$ cat src/rtl/traffic_pkg.sv
// Shared codes for the highway/farm-road traffic-light controller.
// Optional pedestrian-request feature is enabled by defining PED_REQ_EN.
package traffic_pkg;

    typedef enum logic [1:0] {
        GREEN  = 2'b00,
        YELLOW = 2'b01,
        RED    = 2'b10
    } lamp_t;

    typedef enum logic [1:0] {
        HG = 2'b00,   // highway green, farm red
        HY = 2'b01,   // highway yellow, farm red
        FG = 2'b10,   // highway red, farm green
        FY = 2'b11    // highway red, farm yellow
    } state_t;

    // Interval timer thresholds the controller is paired with.
    localparam int TL_CNT = 29;
    localparam int TS_CNT = 2;

    function automatic lamp_t highway_lamp(input state_t s);
        case (s)
            HG:      highway_lamp = GREEN;
            HY:      highway_lamp = YELLOW;
            default: highway_lamp = RED;
        endcase
    endfunction

    function automatic lamp_t farm_lamp(input state_t s);
        case (s)
            FG:      farm_lamp = GREEN;
            FY:      farm_lamp = YELLOW;
            default: farm_lamp = RED;
        endcase
    endfunction

endpackage

$ cat src/rtl/traffic_sync.sv
// Multi-flop synchronizer for one asynchronous level input, cleared by reset.
module traffic_sync #(
    parameter int STAGES = 2
) (
    input  logic clk,
    input  logic rst,
    input  logic d,
    output logic q
);

    logic [STAGES-1:0] chain;

    // Shift the async level through STAGES flops; async active-low clear.
    always_ff @(posedge clk or negedge rst) begin
        if (!rst) begin
            chain <= '0;
        end else begin
            chain <= {chain[STAGES-2:0], d};
        end
    end

    assign q = chain[STAGES-1];

endmodule

$ cat src/rtl/traffic_ctrl.sv
// Highway/farm-road traffic-light controller. Pulses sc to restart the
// interval timer on every state change and ignores tl/ts while sc is high,
// because the timer flags are stale during that cycle.
// Define PED_REQ_EN to add the ped_req input and walk output.
module traffic_ctrl
    import traffic_pkg::*;
#(
    parameter int SYNC_STAGES = 2
) (
    input  logic       clk,
    input  logic       rst,
    input  logic       car,
    input  logic       tl,
    input  logic       ts,
    output logic       sc,
    output logic [1:0] hl,
    output logic [1:0] fl,
    output logic [1:0] state_o
`ifdef PED_REQ_EN
    ,
    input  logic       ped_req,
    output logic       walk
`endif
);

    state_t state;
    state_t state_nxt;
    logic   car_s;
    logic   ped_pend;
    logic   walk_q;

    traffic_sync #(.STAGES(SYNC_STAGES)) u_car_sync (
        .clk (clk),
        .rst (rst),
        .d   (car),
        .q   (car_s)
    );

`ifdef PED_REQ_EN
    logic ped_s;
    logic ped_prev;
    logic enter_fg;
    logic leave_fg;

    traffic_sync #(.STAGES(SYNC_STAGES)) u_ped_sync (
        .clk (clk),
        .rst (rst),
        .d   (ped_req),
        .q   (ped_s)
    );

    assign enter_fg = (state == HY) && (state_nxt == FG);
    assign leave_fg = (state == FG) && (state_nxt == FY);

    // Latch pedestrian requests until the farm green they are served by;
    // a request arriving on that very edge stays pending for the next one.
    always_ff @(posedge clk or negedge rst) begin
        if (!rst) begin
            ped_prev <= 1'b0;
            ped_pend <= 1'b0;
            walk_q   <= 1'b0;
        end else begin
            ped_prev <= ped_s;
            if (enter_fg) begin
                ped_pend <= 1'b0;
            end
            if (ped_s && !ped_prev) begin
                ped_pend <= 1'b1;
            end
            if (enter_fg) begin
                walk_q <= ped_pend;
            end else if (leave_fg) begin
                walk_q <= 1'b0;
            end
        end
    end

    assign walk = walk_q;
`else
    assign ped_pend = 1'b0;
    assign walk_q   = 1'b0;
`endif

    // Next-state decode; no transition is considered while sc is high.
    always_comb begin
        state_nxt = state;
        if (!sc) begin
            case (state)
                HG: if (tl && (car_s || ped_pend))  state_nxt = HY;
                HY: if (ts)                         state_nxt = FG;
                FG: if (tl || (!car_s && !walk_q))  state_nxt = FY;
                FY: if (ts)                         state_nxt = HG;
                default:                            state_nxt = HG;
            endcase
        end
    end

    // State, lamps and timer pulse all change together on a transition edge.
    always_ff @(posedge clk or negedge rst) begin
        if (!rst) begin
            state <= HG;
            sc    <= 1'b0;
            hl    <= GREEN;
            fl    <= RED;
        end else begin
            state <= state_nxt;
            sc    <= (state_nxt != state);
            hl    <= highway_lamp(state_nxt);
            fl    <= farm_lamp(state_nxt);
        end
    end

    assign state_o = state;

endmodule
$ cat config.mk
export PLATFORM = sky130hd
export DESIGN_NAME = traffic_ctrl
export DESIGN_NICKNAME = d
export VERILOG_FILES = /design/src/rtl/traffic_pkg.sv /design/src/rtl/traffic_sync.sv /design/src/rtl/traffic_ctrl.sv
export SDC_FILE = /design/constraint.sdc
export NUM_CORES = 1
export LEC_CHECK = 0
export ABC_AREA = 1
export CAP_MARGIN = 25
export CELL_PAD_IN_SITES_DETAIL_PLACEMENT = 0
export CELL_PAD_IN_SITES_GLOBAL_PLACEMENT = 1
export CORE_AREA = 2 2 39 41
export CTS_BUF_LIST = sky130_fd_sc_hd__clkbuf_4
export DETAILED_ROUTE_END_ITERATION = 8
export DIE_AREA = 0 0 41 43
export GPL_ROUTABILITY_DRIVEN = 0
export GPL_TIMING_DRIVEN = 0
export PLACE_DENSITY_LB_ADDON = 0.1
export SKIP_CTS_REPAIR_TIMING = 1
export SLEW_MARGIN = 20
export SYNTH_ARGS = -nofsm -noshare
export SYNTH_HDL_FRONTEND = slang
export SYNTH_SLANG_ARGS = --single-unit
$ cat constraint.sdc
create_clock -name clk -period 1 [get_ports clk]
set_clock_uncertainty 0.2 [all_clocks]
set_input_delay 0.1 -clock clk [delete_from_list [all_inputs] [get_ports clk]]
set_output_delay 0.1 -clock clk [all_outputs]
set_load 0.01 [all_outputs]
Word level (Yosys, flattened, before mapping) --
Index checks and enable logic that the tools add are counted.
Operators by class: equality and inequality tests 7, mux-type cells 8, reductions and logical operators 5
Operators by type and width (number):
- 2-to-1 mux 2 bit | 5
- equality test 2 bit, second input constant | 4
- case mux 2 bit (2 select lines) | 2
- case mux 2 bit (4 select lines) | 1
- equality test 2 x 1 -> 1 bit, second input constant | 2
- logical NOT 2 bit | 2
- != test 2 bit | 1
- logical AND 1 bit | 1
- logical NOT 1 bit | 1
- logical OR 1 bit | 1
Word-level totals: bits in registers 9, logic and storage cells 25

Longest topological paths before layout --
word-level depth 7, mapped depth 6, mapped depth without buffers 6

Modules after synthesis --
Synthesis repeated with hierarchy kept, for this count alone.
Unflattened totals: cells, all modules 29, area, all modules 320.3 um^2
By module, submodules not included:
- traffic_ctrl | times used 1, cells an instance 27, area an instance 270.3 um^2, seq. area each 176.4 um^2
- traffic_sync | times used 1, cells an instance 2, area an instance 50.0 um^2, seq. area each 50.0 um^2

Worst setup path before layout --
No wires, ideal clock.
path kind register to register, start register sc, end register fl[0], setup time 0.114 ns, data arrival time 0.817 ns, required time 0.686 ns, path slack -0.130 ns, stages on the path, launching flop included 7, period minus slack after synthesis 1.130 ns, cells stage by stage dfrtp_1 > inv_1 > nand3_2 > nand2_1 > nand2_2 > inv_2 > nor2_2
Between the ends: word-level cells in the longest chain between the ends 3, elaborated cells on any way between the ends 4
Ends and longest elaborated chain:
- start, declared | line traffic_ctrl.sv:15 | output logic sc,
- start signal, assigned | line traffic_ctrl.sv:107 | sc <= (state_nxt != state);
- 2-to-1 mux 2 bit * | line traffic_ctrl.sv:87 | if (!sc) begin
- named net state_nxt[1] | line traffic_ctrl.sv:27 | state_t state_nxt;
- equality test 2 bit | line traffic_pkg.sv:31 | case (s)
- case mux 2 bit (2 select lines) * | line traffic_pkg.sv:31
- end signal, assigned | line traffic_ctrl.sv:109 | fl <= farm_lamp(state_nxt);
- end, declared | line traffic_ctrl.sv:17 | output logic [1:0] fl,
Mark *: on every way through the listed nets, which the timed path passes. The rest lies on a longest branch.

Final worst setup path --
start register fl[1], end output fl[1]
No word-level cell between the ends.

==> summary.md <==
Cell at the root of the clock tree: clkbuf_4. STA classifies the critical path startpoint as a flip-flop. The top cell type by total area after synthesis was dfrtp_1. Of all flip-flops after synthesis, the portion carrying an async set or reset was 100%. The final reports fail on hold timing, setup timing. Counting every net in the synthesized netlist gives 34.

Once detail routing completed, the nets flagged for antenna violations numbered 0. Mux cell area share after synthesis: 0%. The peak fanout along the critical path was 1; the placed wire-length estimate was 424 um. Summed over all layers, the routed wires come to 649 um.

Entering global routing, the biggest net connects 10 pins. The level count of the clock H-tree is 1. Detailed-route wire length per cell: 10.5 um.

The flow ran to the end, but the final reports show violations. After detailed routing, the number of vias per cell comes to 4.06. The starting density of the core is 23.1%. For the worst setup path, the data required time is 0.70 ns.

The peak clock frequency supported by timing is 839 MHz, and the worst hold margin is -0.0672 ns. The logs give 0 for the final count of pins violating max slew and 0.00138 mm2 for the area of the core. The via total after detailed routing came out at 252. Clock latency on the worst-skew pair, taken at its later pin, is 0.26 ns. The smallest clock period supported by the final layout is computed as 1.19 ns. On the critical path the largest part of the delay comes from flip-flops.

The tools report the sequential-to-total area share from yosys stat as 70.7%. The power density over cell area was 3220 mW/mm2; the total clock sinks was 9. The first global-routing pass estimated 890 um of wire. In this run, the number of DRC markers left after iteration 0 of detailed routing was 0. After Yosys synthesis, full adders, half adders and majority gates account for 0% of the synthesized area.

The floorplan has 14 rows. Global routing used 8.44% of the available tracks. By count the netlist is led by dfrtp_1, inv_1, nand2_1. The post-route netlist has 60.9% of its cells at a drive strength greater than 1. The worst setup path is of the flip-flop to output pin kind. Average size of a mapped cell: 11.0 um2. The critical path goes through buf_6. The remaining global-route overflow came out at 0. TritonCTS built the clock tree. 0 antenna diodes ended up in the layout. The floorplan step set the die height to 43 um. The number of buffers and inverters on the critical path came out at 1. The run gives -0.191 ns as the worst setup margin. Transition time at the pin with the least slew margin: 0.412 ns.

The commonest register cell after synthesis was dfrtp_1. Total standard cell area after synthesis: 320 um2. The most common cell in the synthesized netlist was dfrtp_1. In this run the static leakage power is 0.258 nW. The logs give 29 for the number of instances in the synthesized netlist and 36.3% for the final standard cell utilization of the core. After synthesis, the largest family of logic cells by area is simple AND/OR/NAND/NOR gates.

STA puts the critical path data arrival time at 0.89 ns. The number of optimization iterations in the first detailed-route pass was 1. Count of final setup violators: 14. The run gives 8 as the count of final hold-check violations. The clock buffer count from CTS is 3, and the number of cells on the critical path is 1. The relative slew slack came out at 72.5%. The count of buffers inserted at the top-level ports is 11.

The tool flagged a number of max-cap violations equal to 0. Setup repair after global routing could not meet its margin everywhere. Counting flops and latches in the post-synthesis netlist gives 9. The worst register-to-register path has a depth of 6. Relative to the synthesized area, the layout overhead comes to 56.6%.

On the worst path, the slowest cell contributes a delay of 0.53 ns. 12 I/O pins were placed. The worst-case IR drop observed on VDD is 896 uV. Overall power consumption after layout is estimated at 0.00162 W.

Fill cells in the final layout number 155. STA classifies the critical path endpoint as an output pin. Of the total synthesized cell area, the portion taken by XOR and XNOR cells is 0%.

Simple-gate portion of the synthesized area: 19.5%. Width of the die: 41 um. For this run, design rule violations remaining after detail routing come to 0. The share of the synthesized area in the top cell type came out at 62.5%. The type of the worst min-delay path was input pin to async pin. The die footprint was 0.00176 mm2. In this run the deepest clock path goes through 2 buffers. Yosys attributes the largest share of cell area to dfrtp_1, dfstp_2, inv_1, nand2_1, nand2_2. Yosys mapped the design onto 12 distinct sky130hd cell types.

The number of antenna violations at the first check in global routing is 0, and the fraction of the cycle the final worst path needs is 119%. Yosys printed 0 warnings. For the net count of the finished layout, the log shows 52.

For the number of global-route vias before repair, the log shows 221. The number of synthesized flops with an enable pin was 0; the clock input transition at the sequential cells of the worst setup and hold paths was 0.06 ns. For this design, the slowest cell found on the critical path is dfstp_2.

The share of the synthesized area in compound gates (AO/OA/AOI/OAI) works out to 1.56%.
where the power goes:
| group | internal, W | switching [W] |
|---|---|---|
| Sequential | 0.000520 | 0.0000784 |
| Combinational | 0.000315 | 0.000395 |
| Clock | 0.000181 | 0.000129 |
| Total | 0.00102 | 0.000602 |
cell type report:
| cell class | count | area [um2] | share of cell area [%] |
|---|---|---|---|
| Clock buffer | 4 | 30.0 | 5.99 |
| Inverter | 7 | 26.3 | 5.24 |
| Multi-Input combinational cell | 13 | 98.8 | 19.7 |
| Sequential cell | 9 | 226 | 45.1 |
| Tap cell | 16 | 20.0 | 3.99 |
| Timing Repair Buffer | 13 | 100 | 20.0 |
registers in the layout (all words and copies together) (netlist names):
| signal | cells |
|---|---|
| state_o | 2 |
| sc | 1 |
| u_car_sync.chain | 2 |
| hl | 2 |
| fl | 2 |
placed cells by master (no fill, tap or decap):
cell type        count
dfrtp_1              8
clkbuf_2             5
inv_2                4
nand2_2              4
clkbuf_4             4
clkdlybuf4s50_1      4
inv_1                3
nand2_1              2
nor2_2               2
buf_6                2
nand3_2              1
nand3_4              1
nand2_4              1
nand4_1              1
o21ai_2              1
dfstp_2              1
buf_2                1
buf_4                1
per-stage QoR:
stage | area, um2 | setup TNS [ns] | setup WS, ns | instances | hold WS [ns]
5_1_grt | 502 | -1.72 | -0.222 | 62 | -0.0454
2_1_floorplan | 323 | -0.334 | -0.103 | 29 | -0.396
4_1_cts | 483 | -3.96 | -0.617 | 60 | -0.0616
3_3_place_gp | 453 | -2.76 | -0.318 | 56 | 0.135
3_5_place_dp | 453 | -2.85 | -0.324 | 56 | 0.139
6_report | 502 | -1.15 | -0.191 | 62 | -0.0672
kinds of logic (layout without fill, tap and decap cells):
logic type / count (synthesis) / count (layout)
AOI/OAI and AO/OA: 1 / 1
buffers and inverters: 7 / 24
and+or+nand+nor: 12 / 12
DFF: 9 / 9
routing by layer:
layer,up-vias,global-route usage (%),part of all wire (%)
met2,11,10.0,43
met3,3,5.24,10
li1,121,-,-
met5,-,0,0
met1,117,9.73,42
met4,0,8.00,3.5
worst paths after layout:
check / from / end / slack (ns)
max in group asynchronous: rst / fl[1] / 0.35
worst min-delay path: rst / state_o[1] / -0.07
worst max register to register: state_o[0] / fl[0] / -0.14
worst max-delay path: fl[1] / fl[1] / -0.19
min in group clk: car / u_car_sync.chain[0] / 0.08
worst min register to register: u_car_sync.chain[0] / u_car_sync.chain[1] / 0.15
(Power assumes the default switching activity.)
